`src/rtl/iob_ram_be_bist_pkg.sv`:
```
// iob_ram_be_bist_pkg: state encoding and sizing shared by the RAM BIST.
// IOB_RAM_BIST_INV_PASS_EN adds the states of the inverted-data second pass.
package iob_ram_be_bist_pkg;

    localparam int DATA_W_DEF = 32;
    localparam int ADDR_W_DEF = 4;
    localparam int BE_W       = DATA_W_DEF / 8;
    localparam int N_WORDS    = 2 ** ADDR_W_DEF;

`ifdef IOB_RAM_BIST_INV_PASS_EN
    typedef enum logic [2:0] {
        IDLE   = 3'd0,
        WRITE  = 3'd1,
        READ   = 3'd2,
        CHECK  = 3'd3,
        DONE   = 3'd4,
        WRITE2 = 3'd5,
        READ2  = 3'd6,
        CHECK2 = 3'd7
    } state_t;
`else
    typedef enum logic [2:0] {
        IDLE  = 3'd0,
        WRITE = 3'd1,
        READ  = 3'd2,
        CHECK = 3'd3,
        DONE  = 3'd4
    } state_t;
`endif

endpackage

```
`src/rtl/iob_ram_be_bist_cmp.sv`:
```
// iob_ram_be_bist_cmp: one-stage read-compare pipeline; holds expected data and
// address of the read the RAM sampled last edge and flags a mismatch on its data.
module iob_ram_be_bist_cmp #(
    parameter int DATA_W = 32,
    parameter int ADDR_W = 4
) (
    input  logic              clk_i,
    input  logic              rst_i,
    input  logic              issue,
    input  logic [DATA_W-1:0] expData,
    input  logic [ADDR_W-1:0] addr,
    input  logic [DATA_W-1:0] rdData,
    output logic              mismatch,
    output logic [ADDR_W-1:0] cmpAddr
);

    logic              valid;
    logic [DATA_W-1:0] expReg;

    // A mismatch aborts the test, so the read in flight behind it is dropped.
    always_ff @(posedge clk_i) begin
        if (rst_i) begin
            valid   <= 1'b0;
            expReg  <= '0;
            cmpAddr <= '0;
        end else begin
            valid   <= issue && !mismatch;
            expReg  <= expData;
            cmpAddr <= addr;
        end
    end

    assign mismatch = valid && (rdData != expReg);

endmodule

```
`src/rtl/iob_ram_be_bist.sv`:
```
// iob_ram_be_bist: write addr+seq_ini to every RAM word, read back and compare.
// Define IOB_RAM_BIST_INV_PASS_EN for a second pass with inverted data.
module iob_ram_be_bist
    import iob_ram_be_bist_pkg::*;
#(
    parameter int DATA_W = DATA_W_DEF,
    parameter int ADDR_W = ADDR_W_DEF
) (
    input  logic                clk_i,
    input  logic                rst_i,
    input  logic                start_i,
    input  logic [DATA_W-1:0]   seq_ini_i,
    output logic                busy_o,
    output logic                done_o,
    output logic                fail_o,
    output logic [ADDR_W-1:0]   fail_addr_o,
    output logic [DATA_W-1:0]   fail_data_o,
    output logic                ram_en_o,
    output logic [DATA_W/8-1:0] ram_we_o,
    output logic [ADDR_W-1:0]   ram_addr_o,
    output logic [DATA_W-1:0]   ram_d_o,
    input  logic [DATA_W-1:0]   ram_d_i
);

    localparam int beW = DATA_W / 8;

    state_t            state, stateNext;
    logic [ADDR_W-1:0] cnt, cntNext, addrNext, failAddrNext, cmpAddr;
    logic [DATA_W-1:0] seq, seqNext, dNext, failDataNext, pattern;
    logic [beW-1:0]    weNext;
    logic              busyNext, doneNext, failNext, enNext, wrNext, rdNext;
    logic              lastAddr, mismatch;

    assign lastAddr = &cnt;

    iob_ram_be_bist_cmp #(.DATA_W(DATA_W), .ADDR_W(ADDR_W)) cmp (
        .clk_i    (clk_i),
        .rst_i    (rst_i),
        .issue    (ram_en_o && ram_we_o == '0),
        .expData  (ram_d_o),
        .addr     (ram_addr_o),
        .rdData   (ram_d_i),
        .mismatch (mismatch),
        .cmpAddr  (cmpAddr)
    );

    always_comb begin
        stateNext    = state;
        cntNext      = cnt;
        seqNext      = seq;
        failNext     = fail_o;
        failAddrNext = fail_addr_o;
        failDataNext = fail_data_o;
        case (state)
            IDLE, DONE: if (start_i) begin
                stateNext    = WRITE;
                cntNext      = '0;
                seqNext      = seq_ini_i;
                failNext     = 1'b0;
                failAddrNext = '0;
                failDataNext = '0;
            end
            WRITE: begin
                cntNext   = lastAddr ? '0 : cnt + 1'b1;
                stateNext = lastAddr ? READ : WRITE;
            end
            READ: begin
                cntNext   = lastAddr ? '0 : cnt + 1'b1;
                stateNext = lastAddr ? CHECK : READ;
            end
`ifdef IOB_RAM_BIST_INV_PASS_EN
            CHECK: stateNext = WRITE2;
            WRITE2: begin
                cntNext   = lastAddr ? '0 : cnt + 1'b1;
                stateNext = lastAddr ? READ2 : WRITE2;
            end
            READ2: begin
                cntNext   = lastAddr ? '0 : cnt + 1'b1;
                stateNext = lastAddr ? CHECK2 : READ2;
            end
            CHECK2: stateNext = DONE;
`else
            CHECK: stateNext = DONE;
`endif
            default: stateNext = IDLE;
        endcase
        // Only reads feed the compare pipe, so a mismatch implies a read/check state.
        if (mismatch) begin
            stateNext    = DONE;
            failNext     = 1'b1;
            failAddrNext = cmpAddr;
            failDataNext = ram_d_i;
        end
`ifdef IOB_RAM_BIST_INV_PASS_EN
        wrNext   = stateNext inside {WRITE, WRITE2};
        rdNext   = stateNext inside {READ, READ2};
        busyNext = wrNext || rdNext || stateNext inside {CHECK, CHECK2};
        pattern  = (DATA_W'(cntNext) + seqNext) ^ {DATA_W{stateNext inside {WRITE2, READ2}}};
`else
        wrNext   = stateNext == WRITE;
        rdNext   = stateNext == READ;
        busyNext = wrNext || rdNext || stateNext == CHECK;
        pattern  = DATA_W'(cntNext) + seqNext;
`endif
        enNext   = wrNext || rdNext;
        weNext   = {beW{wrNext}};
        addrNext = enNext ? cntNext : '0;
        dNext    = enNext ? pattern : '0;
        doneNext = stateNext == DONE;
    end

    always_ff @(posedge clk_i) begin
        if (rst_i) begin
            state       <= IDLE;
            cnt         <= '0;
            seq         <= '0;
            busy_o      <= 1'b0;
            done_o      <= 1'b0;
            fail_o      <= 1'b0;
            fail_addr_o <= '0;
            fail_data_o <= '0;
            ram_en_o    <= 1'b0;
            ram_we_o    <= '0;
            ram_addr_o  <= '0;
            ram_d_o     <= '0;
        end else begin
            state       <= stateNext;
            cnt         <= cntNext;
            seq         <= seqNext;
            busy_o      <= busyNext;
            done_o      <= doneNext;
            fail_o      <= failNext;
            fail_addr_o <= failAddrNext;
            fail_data_o <= failDataNext;
            ram_en_o    <= enNext;
            ram_we_o    <= weNext;
            ram_addr_o  <= addrNext;
            ram_d_o     <= dNext;
        end
    end

endmodule
```
`config.mk`:
```
export PLATFORM = sky130hd
export DESIGN_NAME = iob_ram_be_bist
export DESIGN_NICKNAME = d
export VERILOG_FILES = /design/src/rtl/iob_ram_be_bist_pkg.sv /design/src/rtl/iob_ram_be_bist_cmp.sv /design/src/rtl/iob_ram_be_bist.sv
export SDC_FILE = /design/constraint.sdc
export NUM_CORES = 1
export LEC_CHECK = 0
export ABC_AREA = 1
export CORE_MARGIN = 2
export CORE_UTILIZATION = 51
export DETAILED_ROUTE_END_ITERATION = 10
export HOLD_SLACK_MARGIN = 0.1
export PLACE_DENSITY = 0.8
export REMOVE_ABC_BUFFERS = 1
export SLEW_MARGIN = 20
export SYNTH_ARGS = -nofsm -noshare
export SYNTH_HDL_FRONTEND = slang
export SYNTH_SLANG_ARGS = --single-unit
```
`constraint.sdc`:
```
create_clock -name clk_i -period 3.4 [get_ports clk_i]
set_input_delay 0.68 -clock clk_i [delete_from_list [all_inputs] [get_ports clk_i]]
set_output_delay 0.68 -clock clk_i [all_outputs]
set_load 0.1 [all_outputs]
```
Word level (Yosys, flattened, before mapping)
Cells that the tools add are included.
Widths: inputs -> output; s select.

storage, ports and cells
  bits in registers = 153
  bits of input ports = 67
  output and inout port bits = 80
  logic and storage cells = 61

operators by class
  $add $sub $neg = 2
  equality and inequality tests = 9
  muxes and demuxes = 19
  bitwise logic cells = 1
  reductions and logical operators = 15

operators by type and width
  kind                 number
  $mux 32              5
  $add 4x32->32        1
  $ne 32x32->1         1
  $mux 4               5
  $eq 3x2->1 const B   4
  $pmux 3 s4           1
  $pmux 4 s2           1
  $eq 3x1->1 const B   2
  $eq 3x3->1 const B   2
  $mux 3               2
  $reduce_or 2->1      3
  $add 4x1->4 const B  1
  $logic_not 4->1      1
  $mux 1               4
  $reduce_and 4->1     1
  $reduce_bool 2->1    2
  $logic_and 1x1->1    3
  $logic_not 3->1      1
  $logic_or 1x1->1     2
  $mux 2               1
  $reduce_and 2->1     1
  $logic_not 1->1      1
  $not 1->1            1

Longest topological paths before layout
Gate-level depths: netlist (run 1).

  depth after elaboration = 8
  depth in mapped cells = 25
  gate-level depth less buffers = 25

Cells and area by module
Synthesis (run 1) repeated with hierarchy kept, for this count alone.

second synthesis, totals
  cells, all modules = 945
  area, all modules = 6641.4 µm²

modules (own cells, without submodules)
  module               instances  cells each  area an instance (µm²)  sequential area each (µm²)
  iob_ram_be_bist      1          729         5097.4                  2322.2
  iob_ram_be_bist_cmp  1          216         1544.0                  740.7

Least setup slack after synthesis (run 1)
Ideal clock, no wire load.

  kind = input to register
  from = input port start_i
  to = register ram_d_o[16]
  library setup time = 67 ps
  data arrival time = 2954 ps
  required time = 3333 ps
  setup slack = 380 ps
  stages on the path = 17
  path buffers = 3
  cells stage by stage = nand2_4 > buf_6 > buf_2 > buf_1 > o21ai_0 > inv_1 > ha_1 > fa_1 > and3_1 > nor2_1 > nor2_1 > inv_1 > nor2_1 > nand2_1 > xor2_1 > inv_1 > nor2_1

on the way
  elaborated cells on any way between the ends = 13
  those cells by class = 1 x add/sub; 2 x eq/ne; 7 x mux; 1 x bitwise; 2 x reduce/logical

RTL lines
  element               RTL line                text
  start, declared       iob_ram_be_bist.sv:11   input logic start_i,
  $mux 32               iob_ram_be_bist.sv:55   IDLE, DONE: if (start_i) begin
  $mux 32               iob_ram_be_bist.sv:54   case (state)
  via seqNext[0]        iob_ram_be_bist.sv:29   logic [DATA_W-1:0] seq, seqNext, dNext, failDataNext, pattern;
  $add 4x32->32         iob_ram_be_bist.sv:103  pattern = DATA_W'(cntNext) + seqNext;
  end signal, assigned  iob_ram_be_bist.sv:138  ram_d_o <= dNext;
  end, declared         iob_ram_be_bist.sv:21   output logic [DATA_W-1:0] ram_d_o,

The timed path passes the listed nets, and every way through them passes these cells.
A chain may end at the register's enable or synchronous reset.

Final worst setup path (run 1)
  from = register state[0]
  to = register ram_d_o[16]

on the way
  elaborated cells on any way between the ends = 18
  those cells by class = 1 x add/sub; 6 x eq/ne; 5 x mux; 1 x bitwise; 5 x reduce/logical

RTL lines
  element                                   RTL line                text
  start, declared                           iob_ram_be_bist.sv:27   state_t state, stateNext;
  start signal, assigned                    iob_ram_be_bist.sv:127  state <= stateNext;
  $eq 3x2->1, or another cell as far along  iob_ram_be_bist.sv:54
  $reduce_or 2->1 (on tied branches)        --
  $pmux 4 s2 (*)                            iob_ram_be_bist.sv:54
  via cntNext[0]                            iob_ram_be_bist.sv:28   logic [ADDR_W-1:0] cnt, cntNext, addrNext, failAddrNext, cmpAddr;
  $add 4x32->32 (*)                         iob_ram_be_bist.sv:103

Mark *: on every way through the listed nets, which the timed path passes. The rest lies on a longest branch.

==> summary.md, run 1 <==
| Metric | Value |
|---|---|
| Status | `finished, final reports clean` |
| CP top delay family | `simple AND/OR/NAND/NOR gates` |
| Initial Util | `a little over half` |
| Yosys warns | `0` |
| Hold buffers post-CTS | `0` |
| Core Util, Final | `between 60% and 70%` |
| VDD IR max | `between 0.3 and 0.4 mV` |
| Vert. Die Dim | `120.1 um` |
| Crit path cell chain | `inv_1 > nor3_2 > inv_1 > nand2_1 > inv_1 > o21ai_0 > nand2_1 > a21oi_2 > inv_1 > ha_1 > fa_1 > and3_1 > nor2_1 > nor2_1 > inv_1 > nor2_2 > nand2_1 > xor2_1 > inv_1 > nor2_1` |
| Diode count | `0` |
| Final wirelength | `between 15000 and 20000 um` |
| Total core area | `around 0.013 mm2` |
| Critical Path AT | `approximately 3500 ps` |
| Post-CTS setup buffers | `0` |
| R2R depth | `20` |
| Post-synth cell types | `31` |
| Register-to-register setup slack | `~300 ps` |
| Vias in the first global route | `just over 6000` |
| Skew-Pair Late Insertion Delay | `~420 ps` |
| Nets@finish | `1234` |
| CP startpoint kind | `flip-flop` |
| WL/cell | `between 10 and 15 um` |
| Area of the multi-input gates | `about 0.003 mm2` |
| Die width | `120.1 um` |
| Rows | `42` |
| Post-Layout Cell Count | `1350` |
| DRC | `0` |
| Initial antenna violation count | `0` |
| Hold path start | `ram_d_o[13]` |
| Crit Path Class | `reg -> reg` |
| Fraction of layout instances using a drive strength above 1 | `between 10% and 20%` |
| Worst-path maximum fanout | `5` |
| Max-Slew Margin vs Limit | `between 30% and 40%` |
| #FFs+latches synth | `153` |
| GP Congestion | `0.9117` |
| Fin. Hold Viols | `0` |
| Destination of the worst hold path | `cmp.expReg[13]` |
| Layout area overhead | `32.78%` |
| HP Class | `reg -> reg` |
| Data required, critical path | `roughly 3800 ps` |
| Max_cap viols | `0` |
| # H-tree levels | `4` |
| Top cell by count, worst path | `inv_1` |
| CP max stage cell | `dfxtp_1` |
| # placed instances | `1318` |
| Worst-path clk slew | `~60 ps` |
| Power Density | `about 540 mW/mm2` |
| EDFF count, synth | `0` |
| FF/Latch Area | `between 0.003 and 0.004 mm2` |
| Largest net degree at the start of global routing | `58` |
| Mapped Area | `0.006874 mm2` |
| CP max stage delay | `about 430 ps` |
| Reg2reg end | `ram_d_o[16]` |
| Worst Tran Pin Value | `982.8 ps` |
| Final min period | `slightly above 3000 ps` |
| Total GRT Usage | `25.12%` |
| Clk buf depth | `2` |
| Hold slack | `about 420 ps` |
| # fillers | `between 1000 and 1500` |
| Pwr Total | `between 0.004 and 0.005 W` |
| HPWL after DPL | `~13000 um` |
| Ys flop type | `dfxtp_1` |
| DR iter-0 viols | `around 450` |
| Via-to-Cell Ratio | `roughly 4.8` |
| P_leak | `approximately 4.0 nW` |
| Syn Area/Cell | `roughly 6.8 um2` |
| Final Cycle Share | `approximately nine tenths` |
| Root Buffer | `clkbuf_16` |
| RSZ-0062 raised after global routing | `false` |
| Post-synthesis cell count | `~1000` |
| First-pass GRT wire length | `28770 um` |
| CTS Buf Count | `17` |
| Clock skew | `just over 7 ps` |
| Congestion Overflow GR | `0` |
| Post-route antenna net violation count | `0` |
| CTS tree | `yes` |
| Vias | `around 6500` |
| Crit end category | `flip-flop` |
| Setup-failing EPs final | `0` |
| Worst r2r src | `state[0]` |
| Setup TNS | `0 ps` |
| DRT Pass-1 Iters | `5` |
| FFs w/ async S/R, synth | `0%` |
| Fmax | `about 320 MHz` |
| # clock sinks | `between 150 and 200` |
| Slew Viols, Final | `0` |
| DIE AREA | `0.01442 mm2` |
| Post-synthesis sequential area ratio | `between 40% and 50%` |
| Worst Path Buf+Inv | `6` |
| I/O pins | `147` |
| Hold path depth | `2` |
| Port Buffer Count | `146` |
## power by group
group          internal (W)  switching, W  total [W]
clock               0.00121      0.000730    0.00194
combinational      0.000311      0.000732    0.00104
sequential          0.00189     0.0000522    0.00194
## final cells by class
type | instances | area share [%]
Inverter | 145 | 5.990
Tap cell | 176 | 2.413
Sequential cell | 153 | 33.56
Timing Repair Buffer | 177 | 17.63
Clock inverter | 10 | 1.563
Multi-Input combinational cell | 667 | 33.65
Clock buffer | 22 | 5.195
## synthesized netlist by cell type (2+ instances only)
| master | n | area (um2) |
|---|---|---|
| ha_1 | 5 | 62.56 |
| buf_2 | 9 | 45.04 |
| nand2_1 | 284 | 1066 |
| nand4_1 | 8 | 50.05 |
| clkbuf_1 | 15 | 56.30 |
| dfxtp_1 | 153 | 3063 |
| or2_2 | 5 | 31.28 |
| o21ai_0 | 15 | 75.07 |
| buf_6 | 5 | 56.30 |
| nand2_2 | 4 | 25.02 |
| nor2_4 | 4 | 45.04 |
| buf_1 | 6 | 22.52 |
| buf_4 | 5 | 37.54 |
| nor3b_1 | 2 | 15.01 |
| nor2_2 | 10 | 62.56 |
| nand3_1 | 56 | 280.3 |
| a21oi_1 | 42 | 210.2 |
| xor2_1 | 12 | 105.1 |
| inv_1 | 144 | 540.5 |
| o21ai_1 | 13 | 65.06 |
| nor2_1 | 172 | 645.6 |
| nand3_2 | 2 | 20.02 |
| xnor2_1 | 25 | 219.0 |
| o22ai_1 | 2 | 12.51 |
## placed cells by master, fill, tap and decap left out, types with 4 or more instances in the layout
cell and count:
o21ai_1 13, o21ai_0 15, nand4_1 8, nor2_2 10, inv_1 144, nand2_1 284, xnor2_1 25, dfxtp_1 153
clkdlybuf4s50_1 107, or2_2 5, buf_4 69, nor2_1 171, clkinvlp_4 4, nand2_2 4, xor2_1 12, nor2_4 5
ha_1 5, nand3_1 56, clkbuf_16 17, a21oi_1 40
## state kept, by name, summed over array words and instances, names as in the netlist
name / cells
busy_o: 1
cmp.cmpAddr: 4
cmp.expReg: 32
cmp.valid: 1
cnt: 4
done_o: 1
fail_addr_o: 4
fail_data_o: 32
fail_o: 1
ram_addr_o: 4
ram_d_o: 32
ram_en_o: 1
ram_we_o: 1
seq: 32
state: 3
## worst reg2reg max path: cells and delay by family (launching register included)
kind / cells / cell delay [ps]
and+or+nand+nor: 9 / 1070
DFF: 1 / 430
AOI/OAI and AO/OA: 2 / 290
adders and majority gates: 2 / 620
buffers and inverters: 6 / 480
xor gates and xnor gates: 1 / 170
## cells by family after synthesis
kind of cell             share of synthesized area, %
AO/OA/AOI/OAI                                   5.388
XOR/XNOR                                        4.714
adder cells (fa/ha/maj)                         1.201
buffers and inverters                           11.12
flip-flops                                      44.56
AND/OR/NAND/NOR                                 33.02
## worst max-delay path by stage
stage	start	to	slack [ps]	cells past startpoint
global route	state[1]	ram_d_o[16]	60	20
detailed placement	start_i	ram_d_o[16]	-30	17
CTS	state[0]	ram_d_o[16]	280	20
finish	state[0]	ram_d_o[16]	300	20
floorplan	ram_we_o[0]	ram_we_o[0]	-140	0
global placement	start_i	ram_d_o[16]	50	17
## repair_timing
action	4_1_cts	5_1_grt
setup endpoints to repair	0	9
resized for setup	0	6
hold endpoints to repair	0	0
## per-stage QoR
step / worst slack (ps) / instance area, um2
after floorplan: -137.6 / 6656
after global placement: 53.73 / 8486
after detailed placement: -30.65 / 8486
after CTS: 278.3 / 9102
after global routing: 55.58 / 9128
final: 295.9 / 9128
## metal layers
layer  track usage (%)  part of all wire, %
met5                 0                    0
met4             10.74                  3.3
met3             6.179                  6.4
met2             40.45                   46
met1             32.03                   45
Power figures use the tool's default switching activity.
==> run 2, diff against run 1 <==
- CORE_UTILIZATION: 51 -> 40
- PLACE_DENSITY: 0.8 -> 0.66
- SYNTH_HIERARCHICAL: not set -> 1
==> summary.md, run 2 <==
| Metric | Value |
|---|---|
| Status | `finished, final reports clean` |
| Most common cell after layout, fill and taps aside | `nand2_1` |
| Crit path cell chain | `clkdlybuf4s50_1 > nand2_4 > nand2_1 > inv_1 > a21oi_1 > inv_1 > ha_1 > fa_1 > nand3_1 > nand3_1 > nand3_2 > nor2_4 > nand3_1 > nor2_2 > o21ai_0 > nor2_1` |
| Vias in the first global route | `5394 (-13%)` |
| Final Cycle Share | `86.52% (-4.8 points)` |
| Root Buffer | `clkbuf_16` |
| #FFs+latches synth | `153 (unchanged)` |
| Post-route antenna net violation count | `0 (unchanged)` |
| RSZ-0062 raised after global routing | `false` |
| CP startpoint kind | `input pin` |
| Via-to-Cell Ratio | `4.551 (-4.8%)` |
| Most frequent cell after synthesis | `nand2_1` |
| Slew Viols, Final | `0 (unchanged)` |
| Synth area leaders | `dfxtp_1, nand2_1, nor2_1` |
| DR iter-0 viols | `370 (-19%)` |
| Fmax | `339.9 MHz (+5.5%)` |
| CTS tree | `yes` |
| Post-synthesis sequential area ratio | `46.12% (+1.6 points)` |
| Data required, critical path | `3710 ps (-60 ps)` |
| Complex-gate fraction of the synthesized area | `6.236% (+0.85 points)` |
| Post-synthesis cell count | `945 (-6.0%)` |
| Skew-Pair Late Insertion Delay | `420 ps (about the same)` |
| FFs w/ async S/R, synth | `0% (unchanged)` |
| Largest net degree at the start of global routing | `68 (+17%)` |
| Fin area | `0.008792 mm2 (-3.7%)` |
| Setup TNS | `0 ps (unchanged)` |
| Post-Synth Adder-Cell Area | `1.243% (+0.042 points)` |
| Worst-path maximum fanout | `10 (+5)` |
| Post-synth cell types | `31 (unchanged)` |
| Power Density | `543.1 mW/mm2 (+0.62%)` |
| Die width | `132.9 um (+11%)` |
| Rows | `47 (+12%)` |
| Top cell by count, worst path | `nand3_1` |
| Cell accounting for the most synthesized area | `dfxtp_1` |
| # H-tree levels | `4 (unchanged)` |
| Layout area overhead | `32.39%` |
| EDFF count, synth | `0 (unchanged)` |
| Simple-gate share of the synthesized area | `32.78% (-0.24 points)` |
| Total core area | `0.01641 mm2 (+24%)` |
| DRC | `0 (unchanged)` |
| Post-synthesis xor/xnor area fraction | `3.429% (-1.3 points)` |
| CP max stage delay | `590 ps (+160 ps)` |
| Max-Slew Margin vs Limit | `33.98% (-0.29 points)` |
| Clock skew | `7.998 ps (+0.7671 ps)` |
| First-pass GRT wire length | `27550 um (-4.2%)` |
| DIE AREA | `0.01765 mm2 (+22%)` |
| Post-cts resize count | `0 (unchanged)` |
| Crit end category | `flip-flop` |
| Initial Util | `40.48% (-12 points)` |
| Fraction of layout instances using a drive strength above 1 | `10.26% (-0.99 points)` |
| Most frequent cells in the layout | `nand2_1, dfxtp_1, nor2_1` |
| Worst-path clk slew | `60 ps (about the same)` |
| Nets@finish | `1154 (-6.5%)` |
| I/O pins | `147 (unchanged)` |
| Largest family of logic cells by synthesized area | `simple AND/OR/NAND/NOR gates` |
| Ys flop type | `dfxtp_1` |
| WL/cell | `13.08 um (+0.40%)` |
| Setup-failing EPs final | `0 (unchanged)` |
| Congestion Overflow GR | `0 (unchanged)` |
| Hold buffers post-CTS | `0 (unchanged)` |
| HPWL after DPL | `12530 um (-2.0%)` |
| Fin. Hold Viols | `0 (unchanged)` |
| Syn Area/Cell | `7.028 um2 (+2.7%)` |
| VDD IR max | `0.3409 mV (+0.79%)` |
| Post-CTS setup buffers | `0 (unchanged)` |
| CP max stage cell | `clkdlybuf4s50_1` |
| Yosys top cell area share | `46.12% (+1.6 points)` |
| Commonest cells in the netlist | `nand2_1, dfxtp_1, nor2_1, inv_1, nand3_1` |
| Initial antenna violation count | `0 (unchanged)` |
| Critical Path AT | `3250 ps (-220 ps)` |
| Diode count | `0 (unchanged)` |
| DRT Pass-1 Iters | `5 (unchanged)` |
| Total GRT Usage | `19.71% (-5.4 points)` |
| Max_cap viols | `0 (unchanged)` |
| Final wirelength | `17160 um (-2.4%)` |
| P_leak | `3.654 nW (-8.7%)` |
| GP Congestion | `0.8740 (-4.1%)` |
| CTS Buf Count | `17 (unchanged)` |
| Yosys warns | `6 (+6)` |
| # clock sinks | `153 (unchanged)` |
| HP Class | `reg -> reg` |
| Clk buf depth | `2 (unchanged)` |
| Post-Place Cell Area | `0.008180 mm2 (-3.6%)` |
| Crit Path Class | `in -> reg` |
| Mux contribution to synthesized area | `0% (unchanged)` |
| Vert. Die Dim | `132.9 um (+11%)` |
| Final min period | `2942 ps (-162.4 ps)` |
| Vias | `5971 (-7.5%)` |
| Mapped Area | `0.006641 mm2 (-3.4%)` |
| Worst Tran Pin Value | `987.2 ps (+4.399 ps)` |
| Port Buffer Count | `146 (unchanged)` |
[run 2: cell count changes in the layout (fill, tap and decap cells not counted), moves of 7 or more]
cell	delta
a21oi_1	+21
nor2_1	-28
buf_4	-18
nor3_1	+7
xor2_1	-9
o21ai_1	-10
nand3_1	+25
nand2_1	-39
inv_1	-22
nand3b_1	+7
[run 2: per-stage QoR]
step	setup WS (ps)	utilization [%]	hold slack [ps]	power, W	cells
after CTS	442.3	53.59	423.0	0.004818	1312
after global routing	209.3	53.59	441.3	0.004965	1312
after detailed placement	13.05	49.86	411.9	0.002873	1282
final	458.3	53.59	418.1	0.004775	1312
after global placement	53.84	49.86	408.9	0.002870	1282
after floorplan	-1912	-	414.6	0.002562	903
[run 2: worst paths after layout]
check / startpoint / slack (ps) / to / cells after the start
setup / recovery: start_i / 460 / ram_d_o[20] / 16
hold / removal: ram_addr_o[2] / 420 / cmp/cmpAddr[2] / 2
setup reg to reg: state[0] / 590 / ram_d_o[20] / 19
hold reg to reg: ram_addr_o[2] / 420 / cmp/cmpAddr[2] / 2
[run 2: layout make-up]
cell class | instances | area, um2
Inverter | 124 | 465.4
Clock inverter | 8 | 117.6
Fill cell | 1530 | 7615
Tap cell | 220 | 275.3
Timing Repair Buffer | 159 | 1464
Sequential cell | 153 | 3063
Multi-Input combinational cell | 626 | 2913
Clock buffer | 22 | 494.2
[run 2: cell families after synthesis]
group,Yosys count
xor gates and xnor gates,26
and+or+nand+nor,514
adders and majority gates,6
buffers and inverters,166
AOI/OAI and AO/OA,80
DFF,153
[run 2: worst max-delay path: cells and delay by family]
family                     cells  cell delay (ps)
AOI/OAI and AO/OA              2              340
adders and majority gates      2              610
and+or+nand+nor                9              910
buffers and inverters          3              720
[run 2: report_power, final]
group | internal [W] | switching, W
clock network | 0.00124 | 0.000702
registers | 0.00188 | 0.0000482
logic | 0.000255 | 0.000650
[run 2: metal layers]
layer,track usage (%),share of wire [%],up-vias
li1,-,-,3163
met1,27.22,48,2629
met2,30.66,45,152
met3,3.410,4.5,27
met4,7.885,2.3,0
met5,0,0,-
